## config.mk

```make
export PLATFORM = sky130hd
export DESIGN_NAME = memb_skew_stream
export DESIGN_NICKNAME = d
export VERILOG_FILES = /design/src/rtl/memb_skew_stream.sv
export SDC_FILE = /design/constraint.sdc
export NUM_CORES = 1
export LEC_CHECK = 0
export CORE_MARGIN = 4
export CORE_UTILIZATION = 60
export DETAILED_ROUTE_END_ITERATION = 7
export GPL_TIMING_DRIVEN = 0
export PLACE_DENSITY = 0.79
export SETUP_SLACK_MARGIN = 0.05
export SLEW_MARGIN = 40
export SYNTH_ARGS = -nofsm -noshare
export SYNTH_HDL_FRONTEND = slang
export SYNTH_SLANG_ARGS = --single-unit
```

## constraint.sdc

```tcl
create_clock -name clk -period 8.45 [get_ports clk]
set_input_delay 1.69 -clock clk [delete_from_list [all_inputs] [get_ports clk]]
set_output_delay 1.69 -clock clk [all_outputs]
set_load 0.005 [all_outputs]
```

## src/rtl/memb_skew_stream.sv

```systemverilog
// memb_skew_stream: vector FIFO feeding a diagonally skewed B-operand stream.
// Each popped vector enters a per-lane shift chain; lane r is delayed by r extra
// cycles so the array sees a diagonal wavefront. A drain counter tracks when the
// last lane has emptied and drives busy/done.
//
// Optional build macro: MEMB_SKEW_ZERO_FILL_EN
//   defined   -> Bout lanes read 0 whenever their Bvalid bit is low
//   undefined -> Bout lanes hold their last loaded value during bubbles
module memb_skew_stream #(
  parameter int unsigned BITS_AB = 8,
  parameter int unsigned DIM     = 8,
  parameter int unsigned DEPTH   = 8
) (
  input  logic                              clk,
  input  logic                              rst_n,
  input  logic                              flush,
  input  logic                              wr_en,
  input  logic signed [DIM*BITS_AB-1:0]     Bin,
  input  logic                              rd_en,
  output logic signed [DIM*BITS_AB-1:0]     Bout,
  output logic [DIM-1:0]                    Bvalid,
  output logic                              full,
  output logic                              empty,
  output logic [$clog2(DEPTH+1)-1:0]        count,
  output logic                              busy,
  output logic                              done,
  output logic                              ovf,
  output logic                              udf
);

  localparam int unsigned PtrW = $clog2(DEPTH);
  localparam int unsigned CntW = $clog2(DEPTH+1);
  localparam int unsigned DrnW = $clog2(DIM+1);
  localparam int unsigned VecW = DIM * BITS_AB;

  // Observable streaming phase; the drain counter is the underlying state.
  typedef enum logic [1:0] {
    StIdle,
    StStream,
    StDrain
  } phase_e;

  logic [VecW-1:0] mem [DEPTH];
  logic [PtrW-1:0] wr_ptr_q, rd_ptr_q;
  logic [CntW-1:0] count_q, count_d;
  logic [DrnW-1:0] drain_q, drain_d;
  logic            ovf_q, ovf_d;
  logic            udf_q, udf_d;
  logic            pop, push, pop_eff, push_eff;
  logic [VecW-1:0] head;
  phase_e          phase;

  assign full  = (count_q == CntW'(DEPTH));
  assign empty = (count_q == '0);
  assign count = count_q;
  assign ovf   = ovf_q;
  assign udf   = udf_q;

  // A full FIFO may still accept a write when a pop frees a slot in the same cycle.
  assign pop      = rd_en & ~empty;
  assign push     = wr_en & (~full | pop);
  // flush overrides both data movements.
  assign pop_eff  = pop & ~flush;
  assign push_eff = push & ~flush;

  assign head = mem[rd_ptr_q];

  // Occupancy, error flags and drain counter next-state.
  always_comb begin
    count_d = count_q;
    ovf_d   = ovf_q;
    udf_d   = udf_q;
    drain_d = drain_q;
    if (flush) begin
      count_d = '0;
      ovf_d   = 1'b0;
      udf_d   = 1'b0;
      drain_d = '0;
    end else begin
      unique case ({push_eff, pop_eff})
        2'b10:   count_d = count_q + CntW'(1);
        2'b01:   count_d = count_q - CntW'(1);
        default: count_d = count_q;
      endcase
      if (wr_en & full & ~pop) ovf_d = 1'b1;
      if (rd_en & empty)       udf_d = 1'b1;
      if (pop_eff) begin
        drain_d = DrnW'(DIM);
      end else if (drain_q != '0) begin
        drain_d = drain_q - DrnW'(1);
      end
    end
  end

  // Control state: pointers, occupancy, sticky errors, drain counter.
  always_ff @(posedge clk or negedge rst_n) begin
    if (!rst_n) begin
      wr_ptr_q <= '0;
      rd_ptr_q <= '0;
      count_q  <= '0;
      ovf_q    <= 1'b0;
      udf_q    <= 1'b0;
      drain_q  <= '0;
    end else begin
      count_q <= count_d;
      ovf_q   <= ovf_d;
      udf_q   <= udf_d;
      drain_q <= drain_d;
      if (flush) begin
        wr_ptr_q <= '0;
        rd_ptr_q <= '0;
      end else begin
        if (push_eff) wr_ptr_q <= wr_ptr_q + PtrW'(1);
        if (pop_eff)  rd_ptr_q <= rd_ptr_q + PtrW'(1);
      end
    end
  end

  // Vector storage; contents need no reset since occupancy gates every read.
  always_ff @(posedge clk) begin
    if (push_eff) mem[wr_ptr_q] <= Bin;
  end

  // Phase decode and drain status outputs.
  always_comb begin
    phase = StIdle;
    if (pop) begin
      phase = StStream;
    end else if (drain_q != '0) begin
      phase = StDrain;
    end
    busy = (drain_q != '0);
    // Counter reaches 1 exactly on the final valid cycle of lane DIM-1.
    done = (phase == StDrain) && (drain_q == DrnW'(1));
  end

  for (genvar r = 0; r < DIM; r++) begin : g_lane
    localparam int unsigned LaneW = r + 1;

    logic [BITS_AB-1:0] data_q [LaneW];
    logic [r:0]         vld_q;

    // Lane shift chain of r+1 stages; data only advances with its valid bit so
    // the output register holds its value through bubbles.
    always_ff @(posedge clk or negedge rst_n) begin
      if (!rst_n) begin
        for (int j = 0; j <= r; j++) data_q[j] <= '0;
        vld_q <= '0;
      end else begin
        vld_q <= flush ? '0 : ((vld_q << 1) | LaneW'(pop_eff));
        if (pop_eff) data_q[0] <= head[r*BITS_AB +: BITS_AB];
        for (int j = 1; j <= r; j++) begin
          if (vld_q[j-1]) data_q[j] <= data_q[j-1];
        end
      end
    end

    assign Bvalid[r] = vld_q[r];
`ifdef MEMB_SKEW_ZERO_FILL_EN
    assign Bout[r*BITS_AB +: BITS_AB] = vld_q[r] ? data_q[r] : '0;
`else
    assign Bout[r*BITS_AB +: BITS_AB] = data_q[r];
`endif
  end

endmodule

```

==> flow_summary.yaml <==
logic_synthesis:
  ys_seq_elements: 824
  synth_cell_types: 42
  ys.flop_type: "edfxtp_1"
  post_synth_main_area_contributors: "edfxtp_1 (49%), dfrtp_1 (25%), mux4_2 (9.2%), mux2_2 (8.1%), mux2i_1 (2.1%)"
  yosysTopAreaCell: "edfxtp_1"
  ys_seq_area_share_pct: 74.27
  syn_inst: 1603
  async_flop_share_pct: 37.86
  yosys_warnings: 0
  synth.top_cell.area_share_pct: 49.26
  synth_fp_nets: 1678
  synth_edf_count: 512
  syn_avg_cell_area_um2: 19.47
  synthesis.area_mm2: 0.03121
pwr:
  ir_drop_uv: 168.5
  powerDensity_mw_per_mm2: 294.4
  p_leak_nw: 13.96
  internal_power_w: 0.008146
  seqPwrFrac_pct: 47.8
  comb_power_share_pct: 19.2
  sw_frac_of_total_pct: 25.81
  p_clk_share_pct: 33.1
  p_switching_w: 0.002834
placement:
  post-place-ws_ns: 3.627
  dp.cells: 2489
  placed_area_mm2: 0.03456
  dp_hpwl_mm: 43.11
  gp_congestion: 0.7569
  io_buffers: 149
hold_path:
  min_to: "g_lane[5].data_q[40]"
  hold_class: "reg -> reg"
  hp-start: "g_lane[5].data_q[40]"
  holdPathStages: 2
clock_network:
  cts_buffers: 81
  worstSkewPairLatency_ns: 0.61
  cts_buffer_depth: 3
  cts_sinks: 824
  cts_tree: "done"
  cts_root_buf: "clkbuf_16"
  holdBufCountCts: 0
  clk_pin_slew_ns: 0.06
  htree_num_levels: 3
  cts_resized: 0
  cts_setup_buffers: 0
cells_and_area:
  drive_above_1_share_pct: 32.76
  syn2layout_area_growth_pct: 19.50
  final_cells: 2650
  nets: 1967
  fin_area_mm2: 0.03730
worst_setup_path:
  crit_type: "in -> out"
  path_max_fanout: 9
  end_kind: "output pin"
  required_ns: 6.76
  reg2reg_from: "count[0]"
  arrival_ns: 3.18
  reg2reg_depth: 8
  rrSetupSlack_ns: 5.21
  cp-start-kind: "input port"
  reg2reg_to: "mem[0][30]"
grt:
  grt_pass1_wl_mm: 102.7
  grt_antenna_before_repair: 12
  grt_pass1_vias: 16730
  grt_max_degree: 75
  grt_usage_pct: 24.44
  globalRouteOverflowTotal: 0
timing:
  skew_ns: 0.01896
  slew_viol_final: 0
  fin_ws_ns: 3.585
  period_needed_ns: 4.865
  setup_viol: 0
  hold_violations: 0
  rsz0062_at_grt: "false"
  worstMarginPinSlew_ns: 0.8964
  slew_headroom_pct: 40.24
  finalCritPeriodShare_pct: 57.58
  fmax_mhz: 205.5
status:
  status: "completed"
die:
  die_y_um: 236.1
  fp-row-count: 83
  start_util_pct: 60.72
  die_area_mm2: 0.05573
  dieWidth_um: 236.1
  ioPinCount: 151
  coreArea_mm2: 0.05141
drt:
  first_pass_iters: 5
  wl_per_cell_um: 25.46
  drc_errors: 0
  drt_iter0_markers: 1570
  via_per_inst: 5.969
  wirelength_mm: 67.47
  vias: 15820
  antenna_left: 0
flow_run:
  timing.max_cap.violations: 0
## cells by family (layout without fill, tap and decap cells)
group                    Yosys count  in the layout  share of synthesized area, %
adder cells (fa/ha/maj)            6              6                        0.2405
AO/OA/AOI/OAI                     81             81                         1.419
XOR/XNOR                           7              7                        0.1964
buffers and inverters            145            502                         2.558
other                              0             10                             0
flip-flops                       824            824                         74.27
multiplexers                     421            421                         19.56
AND/OR/NAND/NOR                  119            119                         1.752
## sequential cells by signal, indices dropped and copies added, names as in the netlist
signal / flops
mem: 512
g_lane.data_q: 232
Bout: 56
g_lane.vld_q: 8
count: 4
drain_q: 4
rd_ptr_q: 3
wr_ptr_q: 3
ovf: 1
udf: 1
## worst max-delay path by stage
stage	from	endpoint	slack [ns]	cells after the start
after global routing	rd_en	done	3.52	4
after detailed placement	rd_en	done	3.63	4
after CTS	rd_en	done	3.62	4
final	rd_en	done	3.58	4
after floorplan	rd_en	mem[0][0]	1.05	4
after global placement	rst_n	Bout[13]	-7.30	1
## per-stage QoR
stage	utilization (%)	setup TNS [ns]	hold slack [ns]	power [W]
after floorplan	-	0	0.4444	0.006524
after global placement	65.27	-2779.89	0.4566	0.007249
after detailed placement	67.24	0	0.4660	0.007371
after CTS	72.49	0	0.4825	0.01103
after global routing	72.54	0	0.5004	0.01142
final	72.56	0	0.4784	0.01098
## cells in the mapped netlist (all sizes together) (2+ instances only)
master	number
inv	8
o311ai	2
ha	6
clkbuf	48
nand2b	4
nor3	6
buf	89
mux2i	67
nand2	71
dfrtp	312
mux4	128
mux2	226
xor2	4
nor2b	10
or3	3
o21ai	66
nor2	17
a21oi	5
xnor2	3
edfxtp	512
## placed cells by master, fill, tap and decap left out, drive strengths merged, types with 2 or more instances in the layout
| cell | n |
|---|---|
| buf | 146 |
| inv | 10 |
| nor2 | 17 |
| mux4 | 128 |
| o311ai | 2 |
| edfxtp | 512 |
| dfrtp | 312 |
| a21oi | 5 |
| nand2 | 71 |
| xnor2 | 3 |
| or3 | 3 |
| ha | 6 |
| clkinv | 31 |
| nor2b | 10 |
| nand2b | 4 |
| clkbuf | 160 |
| o21ai | 66 |
| diode | 10 |
| bufinv | 6 |
| clkdlybuf4s50 | 148 |
| mux2 | 226 |
| mux2i | 67 |
| xor2 | 4 |
| nor3 | 6 |
## area by class of cell
cell class / instances / area [µm²]
plain buffers: 137 / 788.3
diodes: 10 / 25.02
fillers: 2921 / 14110
inverters: 8 / 30.03
flip-flops and latches: 824 / 23180
clock buffers: 111 / 2359
well taps: 680 / 850.8
clock inverters: 40 / 342.8
multi-input cells: 634 / 7287
repair buffers: 206 / 2434
## per-layer routing
| layer | GRT usage, % | up-vias | part of all wire [%] | wire (µm) |
|---|---|---|---|---|
| met5 | 0 | - | 0.058 | 39 |
| met4 | 10.70 | 6 | 3.5 | 2382 |
| met3 | 5.437 | 151 | 7.8 | 5291 |
| met2 | 40.48 | 663 | 51 | 34590 |
| met1 | 31.63 | 8247 | 37 | 25160 |
| li1 | - | 6752 | - | - |
## critical path: stages
cell,delay (ns)
clkbuf_1,0.19
o41a_1,0.31
nor4bb_1,0.41
clkdlybuf4s50_1,0.57
## power groups by stage
stage / logic (W) / registers, W / clock network [W]
finish: 0.00210 / 0.00525 / 0.00363
global route: 0.00227 / 0.00530 / 0.00385
floorplan: 0.00139 / 0.00513 / 0
detailed placement: 0.00207 / 0.00530 / 0
CTS: 0.00213 / 0.00524 / 0.00367
global placement: 0.00197 / 0.00528 / 0
Note: power is estimated with default switching activity, not from simulation.
